<file path="src/rtl/counter_bcd_updown_pkg.sv">
// Shared BCD digit type, digit limits and load saturation helper for the BCD counter.
package counter_pkg;

    typedef logic [3:0] bcd_t;

    localparam bcd_t BCD_MAX  = 4'd9;
    localparam bcd_t BCD_ZERO = 4'd0;

    function automatic bcd_t bcd_sat(input bcd_t d);
        return (d > BCD_MAX) ? BCD_MAX : d;
    endfunction

endpackage

</file>
<file path="src/rtl/counter_bcd_updown_digit.sv">
// Single BCD digit cell: clear > load > count, rolls 9->0 up and 0->9 down.
import counter_pkg::*;

module bcd_digit (
    input  logic clk,
    input  logic reset_p,
    input  logic en,
    input  logic down,
    input  logic ld,
    input  bcd_t ld_val,
    input  logic clr,
    output bcd_t q,
    output logic at_max,
    output logic at_min
);

    bcd_t r_q;

    always_ff @(posedge clk) begin
        if (reset_p || clr) begin
            r_q <= BCD_ZERO;
        end else if (ld) begin
            r_q <= bcd_sat(ld_val);
        end else if (en) begin
            if (down) begin
                r_q <= (r_q == BCD_ZERO) ? BCD_MAX : r_q - 4'd1;
            end else begin
                r_q <= (r_q >= BCD_MAX) ? BCD_ZERO : r_q + 4'd1;
            end
        end
    end

    assign q      = r_q;
    assign at_max = (r_q == BCD_MAX);
    assign at_min = (r_q == BCD_ZERO);

endmodule

</file>
<file path="src/rtl/counter_bcd_updown.sv">
// BCD up/down counter: tick prescaler, DIGITS-wide digit chain, wrap detect, lap register.
import counter_pkg::*;

module counter_bcd_updown #(
    parameter int unsigned DIGITS   = 2,
    parameter int unsigned TICK_DIV = 1
) (
    input  logic                  clk,
    input  logic                  reset_p,
    input  logic                  tick_in,
    input  logic                  run,
    input  logic                  down,
    input  logic                  clear,
    input  logic                  load,
    input  logic [4*DIGITS-1:0]   load_val,
    input  logic                  lap_req,
    input  logic                  lap_show,
    output logic [4*DIGITS-1:0]   value_out,
    output logic [4*DIGITS-1:0]   live_val,
    output logic                  step_p,
    output logic                  wrap_p
);

    localparam int unsigned PW = $clog2(TICK_DIV + 1);

    logic [PW-1:0]         r_pre;
    logic [4*DIGITS-1:0]   r_lap;
    logic                  r_step_p;
    logic                  r_wrap_p;

    logic                  w_tick;
    logic                  w_pre_term;
    logic                  w_step;
    logic                  w_wrap;
    logic [DIGITS:0]       w_lo_max;
    logic [DIGITS:0]       w_lo_min;
    logic [DIGITS-1:0]     w_at_max;
    logic [DIGITS-1:0]     w_at_min;
    logic [DIGITS-1:0]     w_en;
    bcd_t                  w_q [DIGITS];

    assign w_tick     = run & tick_in;
    assign w_pre_term = (r_pre == PW'(TICK_DIV - 1));
    // clear/load pre-empt a step in the same cycle, so no step/wrap pulse is reported
    assign w_step     = w_tick & w_pre_term & ~clear & ~load;

    always_ff @(posedge clk) begin
        if (reset_p || clear || load) begin
            r_pre <= '0;
        end else if (w_tick) begin
            r_pre <= w_pre_term ? '0 : r_pre + PW'(1);
        end
    end

    assign w_lo_max[0] = 1'b1;
    assign w_lo_min[0] = 1'b1;

    genvar gi;
    generate
        for (gi = 0; gi < DIGITS; gi++) begin : g_digit
            assign w_lo_max[gi+1] = w_lo_max[gi] & w_at_max[gi];
            assign w_lo_min[gi+1] = w_lo_min[gi] & w_at_min[gi];
            assign w_en[gi]       = w_step & (down ? w_lo_min[gi] : w_lo_max[gi]);

            bcd_digit u_digit (
                .clk     (clk),
                .reset_p (reset_p),
                .en      (w_en[gi]),
                .down    (down),
                .ld      (load),
                .ld_val  (load_val[4*gi +: 4]),
                .clr     (clear),
                .q       (w_q[gi]),
                .at_max  (w_at_max[gi]),
                .at_min  (w_at_min[gi])
            );

            assign live_val[4*gi +: 4] = w_q[gi];
        end
    endgenerate

    assign w_wrap = w_step & (down ? w_lo_min[DIGITS] : w_lo_max[DIGITS]);

    always_ff @(posedge clk) begin
        if (reset_p) begin
            r_step_p <= 1'b0;
            r_wrap_p <= 1'b0;
            r_lap    <= '0;
        end else begin
            r_step_p <= w_step;
            r_wrap_p <= w_wrap;
            if (lap_req) begin
                r_lap <= live_val;
            end
        end
    end

    assign step_p    = r_step_p;
    assign wrap_p    = r_wrap_p;
    assign value_out = lap_show ? r_lap : live_val;

endmodule

</file>
<file path="config.mk">
export PLATFORM = sky130hd
export DESIGN_NAME = counter_bcd_updown
export DESIGN_NICKNAME = d
export VERILOG_FILES = /design/src/rtl/counter_bcd_updown_pkg.sv /design/src/rtl/counter_bcd_updown_digit.sv /design/src/rtl/counter_bcd_updown.sv
export SDC_FILE = /design/constraint.sdc
export NUM_CORES = 1
export LEC_CHECK = 0
export ABC_AREA = 1
export CAP_MARGIN = 20
export CORE_UTILIZATION = 28
export CTS_BUF_LIST = sky130_fd_sc_hd__clkbuf_16
export DETAILED_ROUTE_END_ITERATION = 16
export SETUP_SLACK_MARGIN = 0.4
export SLEW_MARGIN = 5
export SYNTH_ARGS = -nofsm -noshare
export SYNTH_HDL_FRONTEND = slang
export SYNTH_SLANG_ARGS = --single-unit
</file>
<file path="constraint.sdc">
create_clock -name clk -period 1.7 [get_ports clk]
set_input_delay 0.425 -clock clk [delete_from_list [all_inputs] [get_ports clk]]
set_output_delay 0.425 -clock clk [all_outputs]
set_load 0.05 [all_outputs]
</file>
==> results.md <==
* Clock Pin Slew Worst Setup and Hold Paths at around 0.05 ns
* Worst setup path class: in -> out
* Main combinational cell family by area after synthesis: compound AO/OA/AOI/OAI gates
* Largest net degree at the start of global routing at 17
* Post-synth top area share at 29.0%
* First-pass GRT wire length at between 5000 and 6000 microns
* Clock Sinks at 18
* Antenna Cells at 0
* Share of cells above drive strength 1 at a little over half
* Via/cell ratio at roughly 5
* DRC at 0
* Syn nets at 206
* Setup violators final at 0
* CP arrival at 1.08 ns
* Outcome: complete, no violations
* Register area share after synthesis at approximately 29%
* Final GP Congestion at 0.828
* Overall Global Routing Usage at 17.0%
* Synth Area in Compound Gates at 27.7%
* LEAKAGE at 1.09 nW
* Synth Area in XOR/XNOR at approximately 2.8%
* Synth area leaders: dfxtp_1 (29%), nand2_1 (11%), ha_1 (8.1%)
* Synth area leader: dfxtp_1
* WL final at around 4000 microns
* Most frequent cells in the layout: nand2_1 (28), buf_4 (25), buf_12 (17), a21oi_1 (16), o21ai_0 (11)
* Reg2reg end: g_digit[0].u_digit.q[3]$_SDFFE_PP0P_
* Detail Route Antenna Nets at 0
* I/O pins at 35
* Total vias in the final route at approximately 1500
* Min-delay src: r_lap[3]$_SDFFE_PP0P_
* Area added between synthesis and finish at 110%
* Most common cell after layout, fill and taps aside: nand2_1
* Maximum vdd drop at 0.426 mV
* Port-buffer cells at 34
* Initial Util at roughly 30%
* Wire per inst at 13.3 microns
* Layout Nets at about 280
* Antenna violations before repair at 0
* Hold-fix buffers, CTS at 0
* CTS max path bufs at 2
* Post-synth cell types at 30
* Synthesized area at 1240 sq um
* Reg2reg start: g_digit[0].u_digit.q[0]$_SDFFE_PP0P_
* Pwr/cell area at 577 nW/um^2
* Die W at 68.6 microns
* CP Max Fanout at 8
* Row count at 23
* HPWL Detailed at ~2500 microns
* 1st-iter DRT viols at between 60 and 70
* Final setup skew at 0.00318 ns
* Pre-CTS setup slack at -0.228 ns
* RSZ-0062 raised after global routing: true
* Final Max Slew Viols at 0
* Rel. slew slack at between 60% and 70%
* Hold WC Path Type: reg -> reg
* # H-tree levels at 1
* Vias in the first global route at 1363
* Fmax at 665 MHz
* Final Hold Fails at 0
* R2r setup slk at 0.28 ns
* Global route total overflow at 0
* Setup TNS at 0 ns
* Syn Inst Count at 181
* Die area at 4710 sq um
* Multiplexer share of the synthesized area at 0%
* Avg Inst Size Synth at 6.86 sq um
* Synthesized flop and latch total at 18
* Worst Setup End Kind: output port
* CP startpoint kind: input pin
* Worst reg2reg path depth at 8
* Fill cell count at about 330
* Clk root buf: clkbuf_16
* Period utilisation layout at 88.5%
* Synth warnings at 0
* CTS tree: yes
* Slew at the pin closest to its max-slew limit at about 0.45 ns
* Worst Path Required at between 1 and 1.5 ns
* Skew-Pair Late Insertion Delay at 0.25 ns
* Adder-cell share of the synthesized area at between 8 and 9%
* Synth Area in Simple Gates at between 20% and 30%
* Core area at 4120 sq um
* Fin worst setup slack at 0.196 ns
* Fin Hold WS at between 0.5 and 0.6 ns
* Min cycle time layout at 1.50 ns
* Hold Crit Depth at 2
* CTS Buf Count at 3
* Die Height at 68.6 microns
* Hold path endpoint: r_lap[3]$_SDFFE_PP0P_
* Max Cap Viol at 0
* Pre-antenna DRT Iters at 4
## worst max path at each step
stage,from,to,cells past startpoint
5_1_grt,lap_show,value_out[3],5
3_5_place_dp,lap_show,value_out[1],5
3_3_place_gp,lap_show,value_out[1],5
6_report,lap_show,value_out[3],5
4_1_cts,lap_show,value_out[5],5
2_1_floorplan,g_digit[1].u_digit.q[2]$_SDFFE_PP0P_,value_out[6],3
## power by group
group          switching (W)  internal (W)
logic               0.000298      0.000283
clock network       0.000152      0.000313
registers          0.0000240      0.000437
## critical path: stages
cell and delay (ns):
buf_8 0.11, buf_12 0.13, buf_6 0.11, o21ai_4 0.15, buf_12 0.15
## per-stage QoR
stage	area (sq um)	cells	power [W]	util [%]
after floorplan	1480	181	0.000733	-
after global placement	2060	269	0.000914	50.0
after detailed placement	2060	269	0.000918	50.0
after CTS	2360	288	0.00145	57.5
after global routing	2610	300	0.00158	63.5
final	2610	300	0.00151	63.5
## logic make-up (layout without fill, tap and decap cells)
group | after synthesis | in the layout
and+or+nand+nor | 66 | 66
AOI/OAI and AO/OA | 60 | 60
buffers and inverters | 25 | 94
DFF | 18 | 18
adders and majority gates | 8 | 8
xor gates and xnor gates | 4 | 4
## synth_stat cells, drive strengths merged
cell type  instances
nand2             38
o21ai             26
a21oi             23
dfxtp             18
inv               18
nor2              13
nand3             11
ha                 8
a31oi              4
buf                4
o211ai             4
xor2               3
clkbuf             2
nand4              2
a21boi             1
clkinv             1
nand3b             1
nor3               1
o21a               1
o31ai              1
xnor2              1
## layer usage
metal	GRT usage, %	vias up	share of wire [%]	wire (microns)
met4	5.73	0	1.4	55
met1	19.7	688	43	1720
met5	0	-	0	0
li1	-	753	-	-
met2	30.3	54	50	2000
met3	4.11	7	5.7	226
## repair_timing
item / in CTS / in global routing
setup endpoints to repair: 17 / 30
pin swaps: 17 / 24
gates cloned: 1 / 0
setup buffers: 14 / 12
gates resized for setup: 38 / 37
## layout make-up
cell class / count / area (sq um) / share of cell area [%]
multi-input cells: 138 / 1100 / 42.3
clock buffers: 3 / 75.1 / 2.87
well taps: 50 / 62.6 / 2.40
inverters: 19 / 109 / 4.17
clock inverters: 1 / 3.75 / 0.144
repair buffers: 71 / 867 / 33.2
flip-flops and latches: 18 / 390 / 14.9
## state kept, by name (all words and copies together) (netlist names)
name	flops
step_p	1
r_lap	8
g_digit.u_digit.q	8
wrap_p	1
No activity file was read; power rests on OpenSTA's default activity.
==> edit 1: new RTL, config.mk and constraints unchanged <==
Set the parameter `DIGITS` to 4 (it was 2).
--- a/src/rtl/counter_bcd_updown.sv
+++ b/src/rtl/counter_bcd_updown.sv
@@ -2,7 +2,7 @@
 import counter_pkg::*;
 
 module counter_bcd_updown #(
-    parameter int unsigned DIGITS   = 2,
+    parameter int unsigned DIGITS   = 4,
     parameter int unsigned TICK_DIV = 1
 ) (
     input  logic                  clk,
Ports: changed (resized live_val, load_val and value_out); port bits go from 35 to 59. The function was not compared with the original's and may differ.
==> edit 1 against the unedited design <==
Area after synthesis rose by 99%; routed wire length rose by 130%; power rose by 89%; core utilization fell by 3.0 points; sequential cell count rose by 16; die area rose by 96%; synthesized cell count rose by 110%; worst setup slack got worse by 0.072 ns; final area rose by 94%; critical path type is now reg2out.
==> edit 1: results <==
{
  "fin_skew_ns": 0.00821,
  "synth_fp_nets": 426,
  "post-cts-setup-buffers": 38,
  "synth.distinct_cells": 31,
  "hpwl_mm": 5.71,
  "clk_latency_ns": 0.28,
  "min_to": "r_lap[9]",
  "r2r-start": "g_digit[1].u_digit.q[0]",
  "yosysSeqAreaShare_pct": 27.5,
  "multi_input_area_sq_um": 2200,
  "p_comb_share_pct": 38.9,
  "wl_met3_um": 397,
  "p_sw_share_pct": 34.2,
  "pg_comb_w": 0.00111,
  "grt_pass1_wl_mm": 13.7,
  "postCtsResizedCells": 64,
  "drt_iter0_markers": 246,
  "place_area_sq_um": 3990,
  "min_from": "r_lap[9]",
  "fin_cells": 620,
  "reg2reg_slack_ns": 0.22,
  "avgViaCountPerCell": 5.11,
  "crit_fanout": 3,
  "outcome": "finished clean",
  "cp_slowest_stage_delay_ns": 0.36,
  "wl_met2_mm": 4.61,
  "netlist_instances": 385,
  "use_met3_pct": 2.37,
  "portBuffers": 58
}
edit 1: cell types whose count changed after synthesis, moves of 13 or more:
| cell | before | now |
|---|---|---|
| a21oi_1 | 19 | 33 |
| inv_1 | 12 | 25 |
| o21ai_0 | 17 | 51 |
| dfxtp_1 | 18 | 34 |
| nand2_1 | 35 | 81 |
| nand3_1 | 9 | 37 |
| nor2_1 | 10 | 42 |
edit 1: critical path: cells and delay by family (launching register included):
family	cells	cell delay, ns
AO/OA/AOI/OAI	1	0.13
buffers and inverters	3	0.38
flip-flops	1	0.36
edit 1: area by class of cell:
type	count	share of cell area, %
repair buffers	140	32.9
multi-input cells	300	43.4
clock inverters	3	0.247
well taps	105	2.59
flip-flops and latches	34	14.6
clock buffers	5	2.47
inverters	33	3.77
edit 1: logic make-up after synthesis:
group / synth area share, %
buffers and inverters: 9.15
DFF: 27.5
adders and majority gates: 8.08
and+or+nand+nor: 32.1
xor gates and xnor gates: 2.83
AOI/OAI and AO/OA: 20.3
==> edit 2: new RTL, same settings <==
Without the edit above. Reset style: asynchronous (`reset_p`), changed in one clocked block.
--- a/src/rtl/counter_bcd_updown.sv
+++ b/src/rtl/counter_bcd_updown.sv
@@ -81,7 +81,7 @@
 
     assign w_wrap = w_step & (down ? w_lo_min[DIGITS] : w_lo_max[DIGITS]);
 
-    always_ff @(posedge clk) begin
+    always_ff @(posedge clk or posedge reset_p) begin
         if (reset_p) begin
             r_step_p <= 1'b0;
             r_wrap_p <= 1'b0;
Formal check against the unedited RTL: differs if reset_p is asserted again (counterexample within 4 cycles, from zero or initial values and one cycle with reset_p high); with reset_p held inactive, the same outputs for 10 cycles.
==> edit 2 against the unedited design <==
Critical path depth shrank 1; register-to-register slack better by 0.03 ns; routed wire length down 4.7%; sequential share of layout area grew 2.1 points; worst setup slack gained 0.079 ns; area after synthesis is 3.3% higher; sequential cell count stayed put; power grew 3.3%; final area shrank 0.96%.
==> edit 2: results <==
{
  "outcome": "finished clean",
  "ys_top_cells_by_count": "nand2_1, a21oi_1, o21ai_0",
  "reg2reg_to": "g_digit[0].u_digit.q[2]",
  "slew_headroom_pct": 75.8,
  "antenna_found_initial": 0,
  "rr_worst_depth": 8,
  "cts.root.buffer_cell": "clkbuf_16",
  "grt_use_total_pct": 16.5,
  "grt_max_degree": 17,
  "cts_made_buffers": 3,
  "reg2reg_slack_ns": 0.31,
  "place_area_sq_um": 2100,
  "globalplace.congestion": 0.841,
  "setup_ws_ns": 0.275,
  "fillers": 359,
  "synth_area_leaders": "dfrtp_1, dfxtp_1, nand2_1",
  "crit_path_end": "value_out[1]",
  "async_flop_share_pct": 55.6,
  "cts-htree-levels": 1,
  "yosysSeqAreaShare_pct": 32.0,
  "post-place-ws_ns": -0.182,
  "ys.flop_type": "dfrtp_1",
  "vias": 1456,
  "ys.warnings.count": 0,
  "synth_fp_nets": 205,
  "synthMuxAreaShare_pct": 0,
  "synth_fa_ha_area_share_pct": 7.80,
  "arrival_ns": 1.00,
  "grt_pass1_vias": 1391,
  "drive_above_1_share_pct": 50.6,
  "hpwl_mm": 2.46,
  "nNetsFinal": 277,
  "wirelength_mm": 3.81,
  "clock_path_buffers": 2,
  "min_path_type": "in2async",
  "drt_iter0_markers": 47,
  "synth.distinct_cells": 29,
  "clkTransAtPathRegs_ns": 0.05,
  "num_antenna_cells": 0,
  "synth-xor-area-share_pct": 2.05,
  "grt_pass1_wl_mm": 6.44,
  "synth-compound-area-share_pct": 20.7,
  "clk_latency_ns": 0.25,
  "r2r-start": "g_digit[0].u_digit.q[0]",
  "crit_fanout": 8,
  "setup_violations": 0,
  "first_pass_iters": 4,
  "irDropWorstVdd_uv": 339,
  "fin_skew_ns": 0.00257,
  "portBuffers": 34,
  "power.leakage_nw": 1.12
}
[edit 2: timing repair]
item / 4_1_cts / 5_1_grt
buffers inserted: 16 / 11
endpoints found under the hold margin: 0 / 0
pin swaps: 13 / 29
cloned: 1 / 0
resized for setup: 34 / 28
endpoints found under the setup margin: 17 / 25
[edit 2: report_power, final]
part	switching (W)	internal [W]	leakage, nW
registers	0.0000241	0.000446	0.197
logic	0.000316	0.000297	0.888
clock network	0.000160	0.000313	0.0385
[edit 2: layer usage]
metal | track usage, % | vias to the layer above | part of all wire [%]
met4 | 5.33 | 0 | 1.3
met2 | 26.9 | 39 | 47
li1 | - | 748 | -
met3 | 2.91 | 5 | 4.7
met5 | 0 | - | 0
met1 | 22.1 | 664 | 47
[edit 2: cells by family after synthesis]
kind of cell / Yosys count
xor gates and xnor gates: 3
buffers and inverters: 27
and+or+nand+nor: 75
adders and majority gates: 8
AOI/OAI and AO/OA: 49
DFF: 18
[edit 2: worst max-delay path, cell delays in order]
cell	delay, ns
buf_8	0.11
buf_16	0.15
o21ai_4	0.17
buf_12	0.15
[edit 2: worst min path at each step]
stage	from	endpoint	slack, ns
3_5_place_dp	r_lap[6]	r_lap[6]	0.51
3_3_place_gp	r_lap[7]	r_lap[7]	0.51
2_1_floorplan	reset_p	r_lap[0]	0.27
4_1_cts	reset_p	step_p	0.52
5_1_grt	r_lap[7]	r_lap[7]	0.56
6_report	reset_p	step_p	0.50
[edit 2: through the flow]
stage | std cells | utilization, %
6_report | 303 | 59.0
3_3_place_gp | 271 | 47.8
4_1_cts | 292 | 54.6
2_1_floorplan | 180 | -
3_5_place_dp | 271 | 47.8
5_1_grt | 303 | 59.0
[edit 2: cell type report]
type	count	share of cell area, %
Sequential cell	18	17.0
Tap cell	52	2.52
Timing Repair Buffer	73	34.1
Inverter	21	4.50
Multi-Input combinational cell	135	38.8
Clock buffer	3	2.90
Clock inverter	1	0.145
